==> config.mk <==
export PLATFORM = sky130hd
export DESIGN_NAME = cpu6502_interrupt_controller
export DESIGN_NICKNAME = d
export VERILOG_FILES = /design/src/rtl/cpu6502_interrupt_controller.sv
export SDC_FILE = /design/constraint.sdc
export NUM_CORES = 1
export LEC_CHECK = 0
export BUFFER_PORTS_ARGS = -buffer_cell sky130_fd_sc_hd__buf_2
export CAP_MARGIN = 20
export CORE_AREA = 10 10 47 49
export CTS_CLUSTER_DIAMETER = 60
export DETAILED_ROUTE_END_ITERATION = 8
export DIE_AREA = 0 0 57 59
export GPL_ROUTABILITY_DRIVEN = 0
export PLACE_DENSITY_LB_ADDON = 0.25
export SLEW_MARGIN = 10
export SYNTH_ARGS = -nofsm -noshare
export SYNTH_HDL_FRONTEND = slang
export SYNTH_SLANG_ARGS = --single-unit
export TNS_END_PERCENT = 20
==> constraint.sdc <==
create_clock -name clock -period 2.05 [get_ports clock]
set_input_delay 0.41 -clock clock [delete_from_list [all_inputs] [get_ports clock]]
set_output_delay 0.41 -clock clock [all_outputs]
set_load 0.05 [all_outputs]
==> src/rtl/cpu6502_interrupt_controller.sv <==
// 6502 interrupt/reset front end: pin synchronisers, NMI edge latch,
// boundary polling and live vector-low selection with NMI hijack.
module cpu6502_interrupt_controller #(
    parameter int SYNC_STAGES = 2
) (
    input  logic       clock,
    input  logic       reset,
    input  logic       enable,
    input  logic       nNMI,
    input  logic       nIRQ,
    input  logic       iFlag,
    input  logic       pollInterrupts,
    input  logic       vectorTaken,
    output logic       interruptPending,
    output logic [1:0] interruptType,
    output logic [7:0] vectorLow,
    output logic       breakFlag,
    output logic       nmiLatchedOut
);

    localparam logic [1:0] T_NONE = 2'b00;
    localparam logic [1:0] T_IRQ  = 2'b01;
    localparam logic [1:0] T_NMI  = 2'b10;
    localparam logic [1:0] T_RST  = 2'b11;

    logic [SYNC_STAGES-1:0] r_nmiSyncFf;
    logic [SYNC_STAGES-1:0] r_irqSyncFf;
    logic                   r_nmiPrev;
    logic                   r_nmiLatched;
    logic                   r_resetPending;
    logic [1:0]             r_polledType;
    logic                   r_breakFlag;

    logic       w_nmiSync;
    logic       w_irqSync;
    logic       w_nmiEdge;
    logic       w_irqActive;
    logic       w_rstPost;
    logic       w_nmiPost;
    logic [1:0] w_pollType;
    logic [1:0] w_baseType;
    logic [1:0] w_typeNext;
    logic       w_nmiNext;

    assign w_nmiSync   = r_nmiSyncFf[SYNC_STAGES-1];
    assign w_irqSync   = r_irqSyncFf[SYNC_STAGES-1];
    assign w_nmiEdge   = r_nmiPrev & ~w_nmiSync;
    assign w_irqActive = ~w_irqSync & ~iFlag;

    // vectorTaken clears first; a same-cycle poll sees the cleared state
    always_comb begin
        w_rstPost  = r_resetPending & ~vectorTaken;
        w_nmiPost  = r_nmiLatched
                   & ~(vectorTaken & ~r_resetPending);
        w_nmiNext  = w_nmiPost | w_nmiEdge;
        w_baseType = vectorTaken ? T_NONE : r_polledType;
        w_pollType = T_NONE;
        if (w_rstPost)
            w_pollType = T_RST;
        else if (w_nmiPost)
            w_pollType = T_NMI;
        else if (w_irqActive)
            w_pollType = T_IRQ;
        w_typeNext = w_baseType;
        // type encoding is ordered by priority: only upgrade
        if (pollInterrupts && (w_pollType > w_baseType))
            w_typeNext = w_pollType;
    end

    always_ff @(posedge clock) begin
        if (reset) begin
            r_nmiSyncFf    <= '1;
            r_irqSyncFf    <= '1;
            r_nmiPrev      <= 1'b1;
            r_nmiLatched   <= 1'b0;
            r_resetPending <= 1'b1;
            r_polledType   <= T_NONE;
            r_breakFlag    <= 1'b1;
        end else if (enable) begin
            r_nmiSyncFf[0] <= nNMI;
            r_irqSyncFf[0] <= nIRQ;
            for (int i = 1; i < SYNC_STAGES; i++) begin
                r_nmiSyncFf[i] <= r_nmiSyncFf[i-1];
                r_irqSyncFf[i] <= r_irqSyncFf[i-1];
            end
            r_nmiPrev      <= w_nmiSync;
            r_nmiLatched   <= w_nmiNext;
            r_resetPending <= w_rstPost;
            r_polledType   <= w_typeNext;
            r_breakFlag    <= (w_typeNext == T_NONE);
        end
    end

    assign interruptPending = (r_polledType != T_NONE);
    assign interruptType    = r_polledType;
    assign breakFlag        = r_breakFlag;
    assign nmiLatchedOut    = r_nmiLatched;
    assign vectorLow        = r_resetPending ? 8'hFC :
                              r_nmiLatched   ? 8'hFA : 8'hFE;

endmodule

# --- After elaboration in Yosys (flattened, before gate mapping) ---
# Cells that the tools add are included.
word_totals:
  register_bits: 10
  input_bits: 8
  out_inout_bits: 13
  wordCells: 30
classes:
  order_cmp: 1
  mux: 7
  bitwise: 12
  n_reduce_logical: 3
ops:
  columns: ["cell", "n"]
  rows:
  - ["$mux 2", 4]
  - ["$mux 3", 2]
  - ["$not 1->1", 6]
  - ["$and 1x1->1", 5]
  - ["$gt 2x2->1", 1]
  - ["$logic_not 2->1", 1]
  - ["$reduce_bool 2->1", 1]
  - ["$logic_and 1x1->1", 1]
  - ["$mux 1", 1]
  - ["$or 1x1->1", 1]

# --- Depth between registers and ports, before layout ---
logic_depth:
  ltp_word: 10
  depth_mapped: 8
  ltp_nobuf: 8

# --- Least setup slack after synthesis ---
# No wires, ideal clock.
synth_path:
  kind: "register -> register"
  start: "register r_nmiLatched (netlist: nmiLatchedOut)"
  end: "register r_polledType[1] (netlist: interruptType[1])"
  setup_ps: 106
  t_arrival_ps: 1890
  required_time_ps: 1944
  slack_ps: 54
  stages_incl_launch_ff: 6
  n_path_buf: 0
  period_less_slack_ps: 1996
  cell_sequence: "dfxtp_1 -> maj3_1 -> ha_1 -> and2b_2 -> o211a_1 -> o311ai_0"
synth_between:
  elab_chain_cells: 6
synth_rtl:
  columns: ["element", "line_no", "text"]
  rows:
  - ["from (decl)", "29", "logic r_nmiLatched;"]
  - ["from (signal assigned)", "87", "r_nmiLatched <= w_nmiNext;"]
  - ["$and 1x1->1 *", "54", "& ~(vectorTaken & ~r_resetPending);"]
  - ["$mux 2 *", "60", "else if (w_nmiPost)"]
  - ["$mux 2 *", "58", "if (w_rstPost)"]
  - ["$gt 2x2->1", "66", "if (pollInterrupts && (w_pollType > w_baseType))"]
  - ["$logic_and 1x1->1", "66", null]
  - ["$mux 2 *", "66", null]
  - ["to (signal assigned)", "89", "r_polledType <= w_typeNext;"]
  - ["to (decl)", "31", "logic [1:0] r_polledType;"]
# Every way passes the cells marked *; elsewhere a longest branch is shown, timed or not.
# A chain may end at the register's enable or synchronous reset.

# --- Final worst setup path ---
layout_path:
  start: "register r_resetPending"
  end: "register r_breakFlag (netlist: breakFlag)"
layout_between:
  elab_chain_cells: 10
  word_cells_on_any_way: 11
  classes_between: "1 x order compare; 3 x mux; 5 x bitwise; 2 x reduce/logical"
layout_rtl:
  columns: ["element", "line_no", "text"]
  rows:
  - ["from (decl)", "30", "logic r_resetPending;"]
  - ["from (signal assigned)", "88", "r_resetPending <= w_rstPost;"]
  - ["$not 1->1", "54", null]
  - ["$and 1x1->1", "54", null]
  - ["$not 1->1", "54", null]
  - ["$and 1x1->1", "54", null]
  - ["$mux 2", "60", null]
  - ["$mux 2 *", "58", null]
  - ["$gt 2x2->1", "66", null]
  - ["$logic_and 1x1->1", "66", null]
  - ["$mux 2 *", "66", null]
  - ["$logic_not 2->1 *", "90", "r_breakFlag <= (w_typeNext == T_NONE);"]
  - ["to (signal assigned)", "90", null]
  - ["to (decl)", "32", "logic r_breakFlag;"]
# Marks and branches as above.

==> flow_summary_export.csv <==
group,metric,value,unit
status,status,"finished, final reports clean",
floorplanning,start_util,0.400,
worst_setup_path,end_kind,"register",
yosys,yosysWarningCount,0,
floorplanning,coreArea,0.00140,mm^2
route,vias,476,
worst_setup_path,startpoint,"r_resetPending$_SDFFE_PP1P_",
final_layout,nets,93,
clock_network,clk_pin_slew,0.08,ns
yosys,ys_async_sr_fraction,0,
yosys,synthCells,65,
yosys,synth-seq-cells,10,
timing,fin_ws,0.200,ns
yosys,postSynthAreaPerCell,8.62,um^2
final_layout,final_common_cell,"buf_2",
yosys,synth_top_area_cell,"dfxtp_1",
place,numPortBuffers,14,
timing,finalSetupTns,0,ns
timing,finalCriticalPeriod,1.85,ns
run,maxCapViolCount,0,
worst_setup_path,crit_arrival,2.01,ns
hold_path,hp-class,"in2reg",
final_layout,antennaDiodeCount,0,
route,viasPerCell,4.86,
final_layout,final_cell_mix,"14 x buf_2, 11 x nand2_1, 9 x dfxtp_1",
floorplanning,rows,14,
route,routedWlPerCell,12.6,um
worst_setup_path,cpMaxStageDelayCell,"dfxtp_2",
clock_network,cts_root_buffer,"clkbuf_4",
floorplanning,die_area,0.00336,mm^2
route,firstDrtPassIters,3,
worst_setup_path,critPathBufInv,0,
timing,rsz0062_at_grt,"false",
yosys,synth-edff-count,0,
worst_setup_path,r2r-start,"r_resetPending$_SDFFE_PP1P_",
grt,grt_start_max_net_pins,11,
yosys,ys_types,28,
clock_network,hold_buffers,0,
grt,grt_pass1_wl,2240,um
yosys,syn_area,561,um^2
clock_network,cts_buffers,3,
final_layout,syn2layout_area_growth,18.1,%
power,ir_drop,364,uV
worst_setup_path,worstPathMaxFanout,6,
worst_setup_path,crit_required,2.21,ns
grt,antenna_found_initial,0,
yosys,ys.flop_type,"dfxtp_1",
route,drt_iter0_drc,5,
yosys,synth_top_area_share,0.357,
power,fin_total_pwr,0.000513,W
timing,drv_slew,0,
floorplanning,pin_count,21,
hold_path,hold_start,"nIRQ",
worst_setup_path,crit_type,"reg2reg",
route,route.detailed.drc,0,
clock_network,cts_buffer_depth,2,
final_layout,drive_above_1_share,0.329,
grt,overflow,0,
place,hpwl,986,um
worst_setup_path,startpoint_type,"register",
timing,holdWs,0.361,ns
clock_network,clkLatencyLatePin,0.27,ns
clock_network,cts_tree,"done",
clock_network,cts_sinks,10,
worst_setup_path,crit_path_max_incr_delay,0.35,ns
timing,setup_viol,0,
grt,grt_util_all_layers,0.0831,
worst_setup_path,crit_family,"compound AO/OA/AOI/OAI gates",
grt,grt_pass1_vias,488,
route,wl,1240,um
place,post-place-ws,-0.0265,ns
worst_setup_path,path_cells,"nand2b_1, a211oi_2, a21oi_1, ha_1, and2b_2, o211a_1, o21ai_0, a31o_2",
yosys,synth_area_leaders,"dfxtp_1 36%, buf_4 8.0%, nand2_1 7.4%",
clock_network,h-tree-depth,1,
yosys,seq_area_frac_synth,0.357,
timing,fin_crit_sh,0.902,
power,total_leakage_power,0.334,nW
timing,fmax,541,MHz
floorplanning,die_w,57,um
timing,finalClockSkew,0.0103,ns
timing,hold_violations,0,
floorplanning,die_height,59,um
power,p_per_area,775,mW/mm^2
route,ant_nets,0,
## where the power goes
part           switching (W)  leakage [nW]  internal [W]  total [W]
sequential        0.00000684        0.0817      0.000204   0.000211
clock              0.0000734        0.0210      0.000108   0.000181
combinational      0.0000861         0.231     0.0000349   0.000121
total               0.000166         0.334      0.000347   0.000513
## layout make-up
class                   instances  area [um^2]
fillers                       162          739
flip-flops and latches         10          201
inverters                       4         15.0
multi-input cells              48          304
clock buffers                   4         36.3
well taps                      16         20.0
repair buffers                 16         85.1
## layer usage
metal | global-route usage | share of wire | vias to the layer above
met5 | 0 | 0 | -
met2 | 0.119 | 0.45 | 15
met1 | 0.0919 | 0.44 | 212
met4 | 0.0369 | 0.0081 | 0
met3 | 0.0579 | 0.099 | 2
li1 | - | - | 247
## final timing paths
path / endpoint / slack [ns] / cells after the start
worst max-delay path: breakFlag$_SDFFE_PP1P_ / 0.20 / 8
worst min-delay path: r_irqSyncFf[0]$_SDFFE_PP1P_ / 0.36 / 3
worst max register to register: breakFlag$_SDFFE_PP1P_ / 0.20 / 8
worst min register to register: nmiLatchedOut$_SDFFE_PP0P_ / 0.46 / 2
## sequential cells by signal, summed over array words and instances (netlist names)
signal and cells:
r_irqSyncFf 2, nmiLatchedOut 1, r_resetPending 1, r_nmiPrev 1, interruptType 2, r_nmiSyncFf 2
breakFlag 1
## worst register-to-register path: stages, from the launching register on
cell	delay [ns]
dfxtp_2	0.35
nand2b_1	0.15
a211oi_2	0.26
a21oi_1	0.10
ha_1	0.18
and2b_2	0.21
o211a_1	0.18
o21ai_0	0.09
a31o_2	0.21
## stage by stage
stage          std cells   util  instance area [um^2]
6_report              98  0.472                   662
5_1_grt               98  0.472                   662
3_3_place_gp          94  0.446                   624
2_1_floorplan         69      -                   576
3_5_place_dp          94  0.446                   624
4_1_cts               98  0.471                   661
## Yosys cell counts, drive strengths merged (2+ instances only)
cell type	number
a21oi	3
conb	2
nand2	11
mux2i	4
buf	7
dfxtp	10
ha	2
nor2	3
o21ai	3
inv	3
## kinds of logic after synthesis
family | count (synthesis) | share of synthesized area
mux | 4 | 0.0714
fa+ha+maj | 3 | 0.0625
other cells | 2 | 0.0134
simple gates | 21 | 0.176
buf+inv | 11 | 0.127
flops | 10 | 0.357
compound gates | 14 | 0.192
## repair_timing
action | in CTS | in global routing
gates resized for setup | 0 | 1
setup buffers | 0 | 0
endpoints found under the setup margin | 0 | 1
Note: power is estimated with default switching activity, not from simulation.
